==> config.mk <==
export PLATFORM = sky130hd
export DESIGN_NAME = tile_draw_arbiter
export DESIGN_NICKNAME = d
export VERILOG_FILES = /design/src/rtl/tile_draw_arbiter.sv
export SDC_FILE = /design/constraint.sdc
export NUM_CORES = 1
export LEC_CHECK = 0
export BUFFER_PORTS_ARGS = -buffer_cell sky130_fd_sc_hd__buf_2
export CAP_MARGIN = 10
export CORE_ASPECT_RATIO = 0.9
export CORE_MARGIN = 10
export CORE_UTILIZATION = 50
export DETAILED_ROUTE_END_ITERATION = 10
export PLACE_DENSITY = 0.79
export REMOVE_ABC_BUFFERS = 1
export SETUP_SLACK_MARGIN = 0.15
export SLEW_MARGIN = 20
export SYNTH_ARGS = -nofsm -noshare
export SYNTH_HDL_FRONTEND = slang
export SYNTH_SLANG_ARGS = --single-unit
==> constraint.sdc <==
create_clock -name CLOCK_50 -period 4.8 [get_ports CLOCK_50]
set_input_delay 0.96 -clock CLOCK_50 [delete_from_list [all_inputs] [get_ports CLOCK_50]]
set_output_delay 0.96 -clock CLOCK_50 [all_outputs]
set_load 0.03 [all_outputs]
==> src/rtl/tile_draw_arbiter.sv <==
// -----------------------------------------------------------------------------
// tile_draw_arbiter
//
// Shared pixel-write engine for the VGA adapter. Several tile-draw requesters
// compete for one pixel port. The winner's TILE x TILE block is rasterised
// row-major, one pixel per clock. Each draw takes TILE*TILE cycles plus one
// DONE cycle plus one IDLE cycle.
//
// Ports
//   CLOCK_50   in   system clock, all state on rising edge
//   reset      in   asynchronous, active-high reset
//   req        in   level request per channel
//   tile_x     in   tile x per channel, ch i at [i*TILE_BITS +: TILE_BITS]
//   tile_y     in   tile y per channel, same packing
//   colour_in  in   fill colour per channel, ch i at [i*COLOUR_W +: COLOUR_W]
//   grant      out  one-hot owner of the current draw (DRAW and DONE)
//   done       out  one-cycle pulse on the granted channel at end of draw
//   busy       out  high in DRAW and DONE
//   x, y       out  pixel coordinate to the VGA adapter
//   colour     out  pixel colour to the VGA adapter
//   plot       out  pixel write enable (low for clipped pixels)
// -----------------------------------------------------------------------------
module tile_draw_arbiter #(
  parameter int N_CH      = 3,
  parameter int TILE      = 4,
  parameter int TILE_BITS = 5,
  parameter int COLOUR_W  = 3,
  parameter int X_W       = 9,
  parameter int Y_W       = 9,
  parameter int X_ORIGIN  = 0,
  parameter int Y_ORIGIN  = 0,
  parameter int X_MAX     = 320,
  parameter int Y_MAX     = 240,
  parameter int RR_MODE   = 0
) (
  input  logic                      CLOCK_50,
  input  logic                      reset,
  input  logic [N_CH-1:0]           req,
  input  logic [N_CH*TILE_BITS-1:0] tile_x,
  input  logic [N_CH*TILE_BITS-1:0] tile_y,
  input  logic [N_CH*COLOUR_W-1:0]  colour_in,
  output logic [N_CH-1:0]           grant,
  output logic [N_CH-1:0]           done,
  output logic                      busy,
  output logic [X_W-1:0]            x,
  output logic [Y_W-1:0]            y,
  output logic [COLOUR_W-1:0]       colour,
  output logic                      plot
);

  localparam int TILE_LOG = $clog2(TILE);
  localparam int PW       = (TILE > 1) ? TILE_LOG : 1;
  localparam int CW       = (N_CH > 1) ? $clog2(N_CH) : 1;
  localparam logic [PW-1:0] P_LAST = PW'(TILE - 1);

  typedef enum logic [1:0] {S_IDLE, S_DRAW, S_DONE} state_t;

  state_t                state, state_d;
  logic [PW-1:0]         px, py, px_d, py_d, npx, npy;
  logic [TILE_BITS-1:0]  tx_l, ty_l, tx_d, ty_d;
  logic [TILE_BITS-1:0]  sel_tx, sel_ty, src_tx, src_ty;
  logic [COLOUR_W-1:0]   col_l, col_d, sel_col, colour_d;
  logic [CW-1:0]         ptr, ptr_d, win, win_lo, win_hi;
  logic                  hi_found;
  logic [X_W-1:0]        x_calc, x_d;
  logic [Y_W-1:0]        y_calc, y_d;
  logic                  pix_on, last_pix;
  logic [N_CH-1:0]       grant_d, done_d;
  logic                  busy_d, plot_d;

  // Arbitration. Descending scan leaves the lowest set index in win_lo and
  // the lowest set index above the pointer in win_hi; round-robin prefers
  // win_hi and wraps to win_lo.
  always_comb begin
    // NOTE: every signal driven here gets a default first so that no path
    // leaves it unassigned, which would otherwise infer a latch.
    win_lo   = '0;
    win_hi   = '0;
    hi_found = 1'b0;
    for (int i = N_CH - 1; i >= 0; i--) begin
      if (req[i]) begin
        win_lo = CW'(i);
        if (CW'(i) > ptr) begin
          win_hi   = CW'(i);
          hi_found = 1'b1;
        end
      end
    end
    if (RR_MODE != 0 && hi_found) win = win_hi;
    else                          win = win_lo;
  end

  // Winner's tile and colour, taken straight from the inputs in IDLE.
  always_comb begin
    sel_tx  = '0;
    sel_ty  = '0;
    sel_col = '0;
    for (int i = 0; i < N_CH; i++) begin
      if (CW'(i) == win) begin
        sel_tx  = tile_x[i*TILE_BITS +: TILE_BITS];
        sel_ty  = tile_y[i*TILE_BITS +: TILE_BITS];
        sel_col = colour_in[i*COLOUR_W +: COLOUR_W];
      end
    end
  end

  // Coordinate of the pixel that goes on the outputs at the next edge: pixel
  // (0,0) of the new winner from IDLE, otherwise the successor of (px,py).
  always_comb begin
    src_tx = tx_l;
    src_ty = ty_l;
    npx    = '0;
    npy    = '0;
    if (state == S_IDLE) begin
      src_tx = sel_tx;
      src_ty = sel_ty;
    end else if (px == P_LAST) begin
      npy = py + PW'(1);
    end else begin
      npx = px + PW'(1);
      npy = py;
    end
    x_calc   = X_W'(X_ORIGIN) + (X_W'(src_tx) << TILE_LOG) + X_W'(npx);
    y_calc   = Y_W'(Y_ORIGIN) + (Y_W'(src_ty) << TILE_LOG) + Y_W'(npy);
    pix_on   = (32'(x_calc) < X_MAX) && (32'(y_calc) < Y_MAX);
    last_pix = (px == P_LAST) && (py == P_LAST);
  end

  // Next-state and next-output logic; everything is registered below.
  always_comb begin
    state_d  = state;
    grant_d  = grant;
    done_d   = '0;
    busy_d   = busy;
    plot_d   = plot;
    x_d      = x;
    y_d      = y;
    colour_d = colour;
    px_d     = px;
    py_d     = py;
    tx_d     = tx_l;
    ty_d     = ty_l;
    col_d    = col_l;
    ptr_d    = ptr;
    case (state)
      S_IDLE: begin
        plot_d = 1'b0;
        if (|req) begin
          state_d  = S_DRAW;
          grant_d  = N_CH'(1) << win;
          busy_d   = 1'b1;
          ptr_d    = win;
          tx_d     = sel_tx;
          ty_d     = sel_ty;
          col_d    = sel_col;
          px_d     = '0;
          py_d     = '0;
          x_d      = x_calc;
          y_d      = y_calc;
          colour_d = sel_col;
          plot_d   = pix_on;
        end
      end
      S_DRAW: begin
        if (last_pix) begin
          state_d = S_DONE;
          plot_d  = 1'b0;
          done_d  = grant;
        end else begin
          px_d   = npx;
          py_d   = npy;
          x_d    = x_calc;
          y_d    = y_calc;
          plot_d = pix_on;
        end
      end
      S_DONE: begin
        state_d = S_IDLE;
        grant_d = '0;
        busy_d  = 1'b0;
      end
      default: state_d = S_IDLE;
    endcase
  end

  always_ff @(posedge CLOCK_50 or posedge reset) begin
    if (reset) begin
      state  <= S_IDLE;
      grant  <= '0;
      done   <= '0;
      busy   <= 1'b0;
      plot   <= 1'b0;
      x      <= '0;
      y      <= '0;
      colour <= '0;
      px     <= '0;
      py     <= '0;
      tx_l   <= '0;
      ty_l   <= '0;
      col_l  <= '0;
      ptr    <= CW'(N_CH - 1);
    end else begin
      // NOTE: non-blocking assignments so every register samples the values
      // from before this edge, independent of statement order.
      state  <= state_d;
      grant  <= grant_d;
      done   <= done_d;
      busy   <= busy_d;
      plot   <= plot_d;
      x      <= x_d;
      y      <= y_d;
      colour <= colour_d;
      px     <= px_d;
      py     <= py_d;
      tx_l   <= tx_d;
      ty_l   <= ty_d;
      col_l  <= col_d;
      ptr    <= ptr_d;
    end
  end

endmodule

==> impl_metrics.tcl <==
set metrics [dict create \
    rows 22 \
    power_density_nw_per_um2 642.3 \
    worst_r2r_path_depth 4 \
    slowest_delay_ps 450 \
    clock_latency_ps 300 \
    path_clk_slew_ps 70 \
    dp_slack_ps 2120 \
    utilization_pct 62.45 \
    yosysMostFrequentCell "dfrtp_1" \
    die_area_sq_um 7371 \
    min_path_type "flop to flop" \
    hold_end "x[0]" \
    start_util_pct 52.48 \
    drtAntennaViolNets 0 \
    crit_path_max_fanout 19 \
    reg2reg_to "tx_l[0]" \
    cts_buffers 5 \
    crit_buf_inv 2 \
    setup_viol 0 \
    cts_resized 0 \
    cts_max_path_buffers 2 \
    r2r-start "state[1]" \
    busiest_layer "met2" \
    yosys.area.top_type_share_pct 47.34 \
    yosysSeqAreaShare_pct 47.34 \
    routed-via-count 1888 \
    use_met2_pct 25.09 \
    end_kind "flop" \
    startpoint_type "input port" \
    die_h_um 82.46 \
    met3_usage_pct 5.773 \
    via_per_inst 5.756 \
    dp.final_hpwl_um 4138 \
    firstDrtPassIters 4 \
    worst_slack_ps 2421 \
    period_share_pct 49.57 \
    ios 73 \
    holdPathStages 1 \
    rsz0062_at_grt "false" \
    wl_per_cell_um 17.18 \
    async_reset_ff_share_pct 100.0 \
    outcome "completed" \
    cp_data_required_time_ps 5030 \
    ys_top_cells_by_area "dfrtp_1, o32a_1, a21oi_2" \
    fin_cells 328 \
    fmax_ghz 0.4203 \
    ys_ff_latch 41 \
    cts_root_buffer "clkbuf_8" \
    cts_tree "done" \
    cts_max_level 2 \
    grt-ovfl-total 0 \
    first_global_vias 1894 \
    critical_path.slowest_cell "or3_4" \
    avgSynthCellArea_sq_um 9.850 \
    synth_top_cell_by_area "dfrtp_1" \
    post_cts_buffers 0 \
    layout-drive-gt1-share_pct 34.64 \
    grt_max_degree 42 \
    syn_to_final_growth_pct 19.00 \
    port_buffers 68 \
    critPathTopFamily "compound AO/OA/AOI/OAI gates" \
    min_period_ps 2379 \
    antenna_found_initial 0 \
    power_w 0.001656 \
    gp_congestion 0.8054 \
    syn_area_sq_um 2167 \
    worst_slew_pin_slew_ps 1046 \
    report.final.slew_viol_count 0 \
    worstHoldStart "x[0]" \
    die_width_um 89.40 \
    drcViolationCount 0 \
    synth_common_cells "dfrtp_1, nand2_1, a21oi_1, o21ai_0" \
    num_antenna_cells 0 \
    worstPathArrival_ps 2610 \
    path_cells "buf_2 -> or3_4 -> a22oi_4 -> inv_2 -> o21ai_1 -> a32o_1" \
    hold_viol 0 \
    drt-initial-drc-count 78 \
    syn_inst 220 \
    synth_edf_count 0 \
    grt_use_met1_pct 19.24 \
    clock_sinks 41 \
    ff2ff_setup_slack_ps 2430 \
    peakVddDrop_uv 290.6 \
    ys_warn_count 0 \
    p_leak_nw 1.223 \
    synth-main-ff-cell "dfrtp_1" \
    fp.coreArea_sq_um 4129 \
    finalWirelength_um 5635 \
    clock_skew_ps 11.77 \
    grt_pass1_wl_um 9045 \
    dp.cells 320 \
    final_nets 325 \
    worstSetupPathType "input port to flop" \
    fin_tns_setup_ps 0 \
    ys_types 40 \
    slew_headroom_pct 29.99 \
    postCtsHoldBufs 0 \
    grt_usage_pct 15.46 \
    drv_cap 0 \
]
-- worst max path at each step --
stage	startpoint	to	slack, ps	cells past startpoint
after floorplan	req[1]	py[1]	2600	5
after global placement	req[1]	py[1]	2160	6
after detailed placement	req[1]	py[0]	2120	6
after CTS	req[1]	py[0]	2410	6
after global routing	state[1]	py[1]	2260	5
final	req[1]	py[1]	2420	6
-- cell families after synthesis --
| family | Yosys count | synth area share, % |
|---|---|---|
| adders and majority gates | 2 | 1.155 |
| AOI/OAI and AO/OA | 84 | 28.87 |
| muxes | 1 | 0.4619 |
| and+or+nand+nor | 65 | 15.01 |
| DFF | 41 | 47.34 |
| buffers and inverters | 25 | 6.582 |
| other | 1 | 0.1730 |
| xor gates and xnor gates | 1 | 0.4042 |
-- per-stage QoR --
| step | area, sq um | hold WS, ps |
|---|---|---|
| finish | 2579 | 480.1 |
| global route | 2579 | 503.8 |
| CTS | 2579 | 484.0 |
| detailed placement | 2462 | 465.7 |
| global placement | 2462 | 454.9 |
| floorplan | 2054 | 446.5 |
-- cell type report --
class | instances | area (sq um)
multi-input cells | 157 | 1010
inverters | 5 | 18.77
flip-flops and latches | 41 | 1026
clock inverters | 1 | 30.03
fillers | 370 | 1550
repair buffers | 69 | 347.8
well taps | 48 | 60.06
clock buffers | 7 | 86.33
-- sequential cells by signal, summed over array words and instances (netlist names) --
signal,flops
grant,3
ty_l,5
colour,3
y,7
busy,1
tx_l,5
state,2
done,3
py,2
x,7
plot,1
px,2
-- layout by cell type (no fill, tap or decap), types with 4 or more instances in the layout --
cell type,Yosys,layout
a21oi_1,13,13
nand3_1,4,4
conb_1,1,4
o32a_1,9,9
o211ai_1,10,10
clkbuf_8,0,6
nand2_1,22,22
a21oi_2,10,10
dfrtp_1,41,41
nor2_1,11,11
buf_2,6,68
o21ai_0,13,13
inv_1,4,4
nor2_2,5,5
o2111ai_1,9,9
nand2b_1,11,11
o31ai_1,4,4
-- power breakdown --
group	switching, W	internal [W]	leakage, nW
Clock	0.000116	0.000170	0.0585
Sequential	0.000101	0.000502	0.497
Combinational	0.000500	0.000269	0.667
Total	0.000716	0.000940	1.22
-- per-layer routing --
metal	vias to the layer above	share of wire, %	wire length [um]
met1	902	42	2389
li1	919	-	-
met5	-	0	0
met3	6	9.4	527
met4	0	0.67	38
met2	61	48	2680
No activity file was read; power rests on OpenSTA's default activity.
